<file path="config.mk">
export PLATFORM = sky130hd
export DESIGN_NAME = pll_clk_supervisor
export DESIGN_NICKNAME = d
export VERILOG_FILES = /design/src/rtl/pll_clk_supervisor.sv
export SDC_FILE = /design/constraint.sdc
export NUM_CORES = 1
export LEC_CHECK = 0
export CAP_MARGIN = 15
export CORE_ASPECT_RATIO = 0.8
export CORE_MARGIN = 2
export CORE_UTILIZATION = 38
export DETAILED_ROUTE_END_ITERATION = 12
export PLACE_DENSITY = 0.61
export SETUP_SLACK_MARGIN = 0.02
export SYNTH_ARGS = -nofsm -noshare
export SYNTH_HDL_FRONTEND = slang
export SYNTH_SLANG_ARGS = --single-unit
export TNS_END_PERCENT = 1
</file>
<file path="constraint.sdc">
create_clock -name clk -period 2.2 [get_ports clk]
set_input_delay 0.22 -clock clk [delete_from_list [all_inputs] [get_ports clk]]
set_output_delay 0.22 -clock clk [all_outputs]
set_load 0.03 [all_outputs]
</file>
<file path="src/rtl/pll_clk_supervisor.sv">
// ---------------------------------------------------------------------------
// pll_clk_supervisor
//
// Watches the PLL lock indication and sequences the per-domain resets and
// clock-enable strobes. Lock must be continuously present for LOCK_STABLE
// cycles before any domain leaves reset. Domains are then released one at a
// time, RST_STAGGER cycles apart. Once every domain is out of reset the
// per-channel tick dividers start running. Any loss of lock after
// stabilisation drops everything back into reset and is counted.
//
// Ports:
//   clk           system clock (PLL primary output)
//   nrst          asynchronous active-low reset
//   pll_locked    raw PLL lock, asynchronous to clk
//   ch_en         per-channel tick enable
//   ch_div        per-channel divisor, channel i at [i*CNT_W +: CNT_W]
//   rst_out_n     per-domain active-low reset
//   tick          one-cycle clock-enable strobes
//   ready         all domains released and PLL stable
//   state         00 WAIT_LOCK, 01 STABILISE, 10 RELEASE, 11 RUN
//   lock_loss_cnt saturating count of lock losses after stabilisation
// ---------------------------------------------------------------------------
module pll_clk_supervisor #(
  parameter int NUM_CH      = 3,
  parameter int CNT_W       = 24,
  parameter int LOCK_STABLE = 1024,
  parameter int RST_STAGGER = 16
) (
  input  logic                    clk,
  input  logic                    nrst,
  input  logic                    pll_locked,
  input  logic [NUM_CH-1:0]       ch_en,
  input  logic [NUM_CH*CNT_W-1:0] ch_div,
  output logic [NUM_CH-1:0]       rst_out_n,
  output logic [NUM_CH-1:0]       tick,
  output logic                    ready,
  output logic [1:0]              state,
  output logic [7:0]              lock_loss_cnt
);

  typedef enum logic [1:0] {
    S_WAIT_LOCK = 2'b00,
    S_STABILISE = 2'b01,
    S_RELEASE   = 2'b10,
    S_RUN       = 2'b11
  } state_t;

  localparam int STAB_W  = (LOCK_STABLE > 2) ? $clog2(LOCK_STABLE) : 1;
  localparam int REL_MAX = NUM_CH * RST_STAGGER;
  localparam int REL_W   = $clog2(REL_MAX + 1);

  localparam logic [STAB_W-1:0] STAB_LAST = STAB_W'(LOCK_STABLE - 1);
  localparam logic [REL_W-1:0]  REL_LAST  = REL_W'(REL_MAX);

  state_t              r_state;
  state_t              w_next_state;
  logic                r_sync1;
  logic                r_lock_s;
  logic [STAB_W-1:0]   r_stab_cnt;
  logic [REL_W-1:0]    r_rel_cnt;
  logic [REL_W-1:0]    w_rel_next;
  logic [NUM_CH-1:0]   r_rst_n;
  logic [NUM_CH-1:0]   r_tick;
  logic                r_ready;
  logic [7:0]          r_loss_cnt;
  logic [CNT_W-1:0]    r_cnt [NUM_CH];
  logic [CNT_W-1:0]    w_div [NUM_CH];
  logic                w_run;

  assign w_rel_next = r_rel_cnt + REL_W'(1);

  // Dividers only advance while staying in RUN, so the cycle that leaves RUN
  // already shows tick=0 together with the reset assertion.
  assign w_run = (r_state == S_RUN) && (w_next_state == S_RUN);

  for (genvar g = 0; g < NUM_CH; g++) begin : g_div
    assign w_div[g] = ch_div[g*CNT_W +: CNT_W];
  end

  // Two-flop synchroniser; nothing else looks at pll_locked.
  always_ff @(posedge clk or negedge nrst) begin
    if (!nrst) begin
      r_sync1  <= 1'b0;
      r_lock_s <= 1'b0;
    end else begin
      r_sync1  <= pll_locked;
      r_lock_s <= r_sync1;
    end
  end

  always_ff @(posedge clk or negedge nrst) begin
    if (!nrst) r_state <= S_WAIT_LOCK;
    else       r_state <= w_next_state;
  end

  // Losing synchronised lock always wins over any progress in the sequence.
  always_comb begin
    w_next_state = r_state;
    case (r_state)
      S_WAIT_LOCK: if (r_lock_s) w_next_state = S_STABILISE;
      S_STABILISE: begin
        if (!r_lock_s)                    w_next_state = S_WAIT_LOCK;
        else if (r_stab_cnt == STAB_LAST) w_next_state = S_RELEASE;
      end
      S_RELEASE: begin
        if (!r_lock_s)                 w_next_state = S_WAIT_LOCK;
        else if (w_rel_next == REL_LAST) w_next_state = S_RUN;
      end
      S_RUN:   if (!r_lock_s) w_next_state = S_WAIT_LOCK;
      default: w_next_state = S_WAIT_LOCK;
    endcase
  end

  // Stability and release timers restart on every state entry. Resets are
  // released as the release timer passes each channel's threshold and held
  // high until the sequence falls back to WAIT_LOCK.
  always_ff @(posedge clk or negedge nrst) begin
    if (!nrst) begin
      r_stab_cnt <= '0;
      r_rel_cnt  <= '0;
      r_rst_n    <= '0;
      r_ready    <= 1'b0;
      r_loss_cnt <= '0;
    end else begin
      r_stab_cnt <= ((r_state == S_STABILISE) && (w_next_state == S_STABILISE))
                    ? r_stab_cnt + STAB_W'(1) : '0;
      r_rel_cnt  <= ((r_state == S_RELEASE) && (w_next_state == S_RELEASE))
                    ? w_rel_next : '0;
      for (int k = 0; k < NUM_CH; k++) begin
        r_rst_n[k] <= ((w_next_state == S_RELEASE) || (w_next_state == S_RUN)) &&
                      (r_rst_n[k] ||
                       ((r_state == S_RELEASE) &&
                        (w_rel_next >= REL_W'((k + 1) * RST_STAGGER))));
      end
      r_ready <= (w_next_state == S_RUN);
      if (((r_state == S_RELEASE) || (r_state == S_RUN)) && !r_lock_s &&
          (r_loss_cnt != 8'hFF)) begin
        r_loss_cnt <= r_loss_cnt + 8'd1;
      end
    end
  end

  // Per-channel dividers. Comparing with >= rather than == lets a lowered
  // divisor tick and wrap on the next cycle instead of counting to overflow.
  always_ff @(posedge clk or negedge nrst) begin
    if (!nrst) begin
      for (int i = 0; i < NUM_CH; i++) r_cnt[i] <= '0;
      r_tick <= '0;
    end else begin
      for (int i = 0; i < NUM_CH; i++) begin
        if (w_run && ch_en[i] && (w_div[i] != '0)) begin
          if (r_cnt[i] >= (w_div[i] - CNT_W'(1))) begin
            r_cnt[i]  <= '0;
            r_tick[i] <= 1'b1;
          end else begin
            r_cnt[i]  <= r_cnt[i] + CNT_W'(1);
            r_tick[i] <= 1'b0;
          end
        end else begin
          r_cnt[i]  <= '0;
          r_tick[i] <= 1'b0;
        end
      end
    end
  end

  assign rst_out_n     = r_rst_n;
  assign tick          = r_tick;
  assign ready         = r_ready;
  assign state         = r_state;
  assign lock_loss_cnt = r_loss_cnt;

endmodule
</file>
==> impl_metrics.toml <==
[worst_setup_path]
r2r-start = "r_cnt[0]"
crit_chain = "buf_6, or4_4, nor3_4, and2_4, nand2_4, buf_4, nor3_4, xnor2_1, ha_1, a21o_1, a21o_1, a21oi_1, nor2b_2, o21ai_4, clkbuf_16, nor2_1"
cp_top_family = "simple AND/OR/NAND/NOR gates"
worst-path-buf-inv = 3
critPathKind = "in -> reg"
timing.rr.end = "tick[2]"
worstPathArrival_ns = 3.22
reg2regPathDepth = 9
crit_path_max_fanout = 6
worst_path_max_delay_cell = "or4_4"
required_ns = 2.48
end_kind = "flip-flop"
worst-r2r-setup-slack_ns = -0.07
slowest_delay_ns = 0.56
start_kind = "input pin"

[clock_network]
cts_buffers = 9
cts_tree = "done"
clk_latency_ns = 0.35
cts_htree_levels = 3
clockBufferDepth = 2
numClockSinks = 107
clk_pin_slew_worst_paths_ns = 0.08
cts_root_buffer = "clkbuf_16"

[sta]
min_period_ns = 2.94
rsz0062_at_grt = "yes"
fmax_mhz = 340
slew_violations = 0
slew_headroom_pct = 69.9
worst_slack_ns = -0.744
min_period_over_period_pct = 134
hold_viol_final = 0
tightest_slew_ns = 0.447
skew_ns = 0.0110
setup_viol = 75

[grt]
grt_pass1_wl_mm = 31.9
grt_max_degree = 42
grt_use_total_pct = 17.9
antenna_found_initial = 0
grt-ovfl-total = 0
grt_pass1_vias = 6773

[finish]
seqCellArea_mm2 = 0.00268
syn2layout_area_growth_pct = 39.3
finish.utilization_pct = 54.4
nFillCells = 1820
multi_input_area_mm2 = 0.00528
stdcell_count = 1392
layout-drive-gt1-share_pct = 21.5
antenna_cells = 0
nNetsFinal = 1286

[logic_synthesis]
ys_seq_area_share_pct = 34.3
synth_edf_count = 0
ys_ff_latch = 107
yosysWarnings = 0
synth_nets = 1039
syn_inst = 876
synthArstFlopShare_pct = 100
synth_ff_type = "dfrtp_1"
synth_area_per_cell_um2 = 8.91
synth_area_mm2 = 0.00780
synth.distinct_cells = 51

[hold_path]
hold_start = "pll_locked"
hold_depth = 1
holdPathEnd = "r_sync1"
holdCritPathClass = "in -> reg"

[pwr]
p_per_area_mw_per_mm2 = 381
leakagePower_nw = 4.86
ir_worst_vdd_mv = 0.331

[routing]
wl_mm = 19.0
drtIter0Drc = 322
drt-wirelength-per-cell_um = 13.7
drc = 0
vias_per_cell = 4.96
drt-pass1-iter-count = 4
dr_total_vias = 6911
ant_nets = 0

[floorplan]
die_w_um = 164
num_rows = 46
die_h_um = 132
ioPinCount = 95
die_area_mm2 = 0.0217
core_area_mm2 = 0.0200
initial_core_util_pct = 39.1

[status]
outcome = "finished, violations left"
failed_checks = "setup timing"

[placed_design]
gp_congestion = 0.819
dp_hpwl_mm = 14.7
dpl.cell_count = 1369
portBuffers = 94

[flow_run]
maxCapViolations = 0
==> timing repair <==
| item | in CTS | in global routing |
|---|---|---|
| endpoints found under the hold margin | 25 | 0 |
| gates cloned | 0 | 3 |
| resized for setup | 64 | 51 |
| setup endpoints to repair | 75 | 75 |
| setup buffers | 0 | 3 |
| pin swaps | 20 | 22 |
| hold buffers | 1 | 0 |
==> cell families after synthesis <==
logic type,count (synthesis),synth area share [%]
xor gates and xnor gates,150,16.8
buffers and inverters,36,1.84
DFF,107,34.3
adders and majority gates,85,13.6
AOI/OAI and AO/OA,82,6.85
and+or+nand+nor,416,26.5
==> metal layers <==
metal	up-vias	wire, µm	track usage, %
met3	7	597	2.99
li1	3567	-	-
met4	0	102	3.07
met1	3246	9510	25.5
met2	91	8810	29.0
met5	-	0	0
==> placed cells by master (no fill, tap or decap), types with 6 or more instances in the layout <==
master           Yosys  final
buf_4                0    146
nor2_1             132    116
dfrtp_1            107    107
xnor2_1             92     92
nand2_1             92     88
ha_1                85     85
clkdlybuf4s50_1      0     66
xor2_1              58     58
nand3_1             45     45
a21oi_1             29     27
nor3_1              28     24
nand4_1             24     24
inv_1               24     22
and3_1              17     17
nor4_1              18     11
a21o_1              11     11
clkbuf_16            0     11
nor2_4               0     10
dlymetal6s2s_1       0      9
dlygate4sd2_1        0      9
o21ai_0              9      8
or4_4                3      7
nor2_2               1      7
nor4_2               1      6
and4_1               6      6
o211ai_1             6      6
==> report_power, final <==
part	switching [mW]	leakage, nW	internal (mW)
combinational	0.257	3.23	0.314
clock	0.768	0.139	0.822
sequential	0.00517	1.49	1.97
total	1.03	4.86	3.11
==> metrics by stage <==
step / hold WS, ns / setup WS (ns) / TNS [ns] / power, mW / cell area, µm²
after floorplan: -0.0756 / -0.768 / -51.33 / 2.18 / 7820
after global placement: 0.180 / -1.38 / -98.96 / 2.57 / 10200
after detailed placement: 0.175 / -1.53 / -104.84 / 2.58 / 10200
after CTS: 0.280 / -0.853 / -51.67 / 4.21 / 10600
after global routing: 0.311 / -0.886 / -61.32 / 4.33 / 10900
final: 0.301 / -0.744 / -48.86 / 4.14 / 10900
==> cell usage after synthesis (11+ instances only) <==
master   number  share of area [%]
xor2_1       58                6.5
ha_1         85                 14
xnor2_1      92                 10
inv_1        24                1.2
and3_1       17                1.4
a21oi_1      29                1.9
a21o_1       11                1.1
nor2_1      132                6.4
nand4_1      24                1.9
nand2_1      92                4.4
nor3_1       28                1.8
nor4_1       18                1.4
nand3_1      45                2.9
dfrtp_1     107                 34
==> worst max path at each step <==
stage	from	slack, ns	cells after the start	end
after floorplan	ch_div[50]	-0.77	12	r_cnt[11]
after global placement	ch_div[50]	-1.38	14	r_cnt[12]
after detailed placement	ch_div[50]	-1.53	14	r_cnt[10]
after CTS	ch_div[28]	-0.85	15	r_cnt[27]
after global routing	ch_div[27]	-0.89	15	r_cnt[33]
final	ch_div[27]	-0.74	16	r_cnt[36]
==> final cells by class <==
type | instances | share of cell area [%]
Sequential cell | 107 | 24.6
Inverter | 24 | 0.829
Clock buffer | 10 | 2.20
Multi-Input combinational cell | 733 | 48.6
Timing Repair Buffer | 248 | 20.2
Tap cell | 264 | 3.04
Clock inverter | 6 | 0.507
==> sequential cells by signal (all words and copies together) (netlist names) <==
signal	count
rst_out_n	3
tick	3
r_sync1	1
r_lock_s	1
ready	1
state	2
r_cnt	72
r_rel_cnt	6
r_stab_cnt	10
lock_loss_cnt	8
Note: power is estimated with default switching activity, not from simulation.
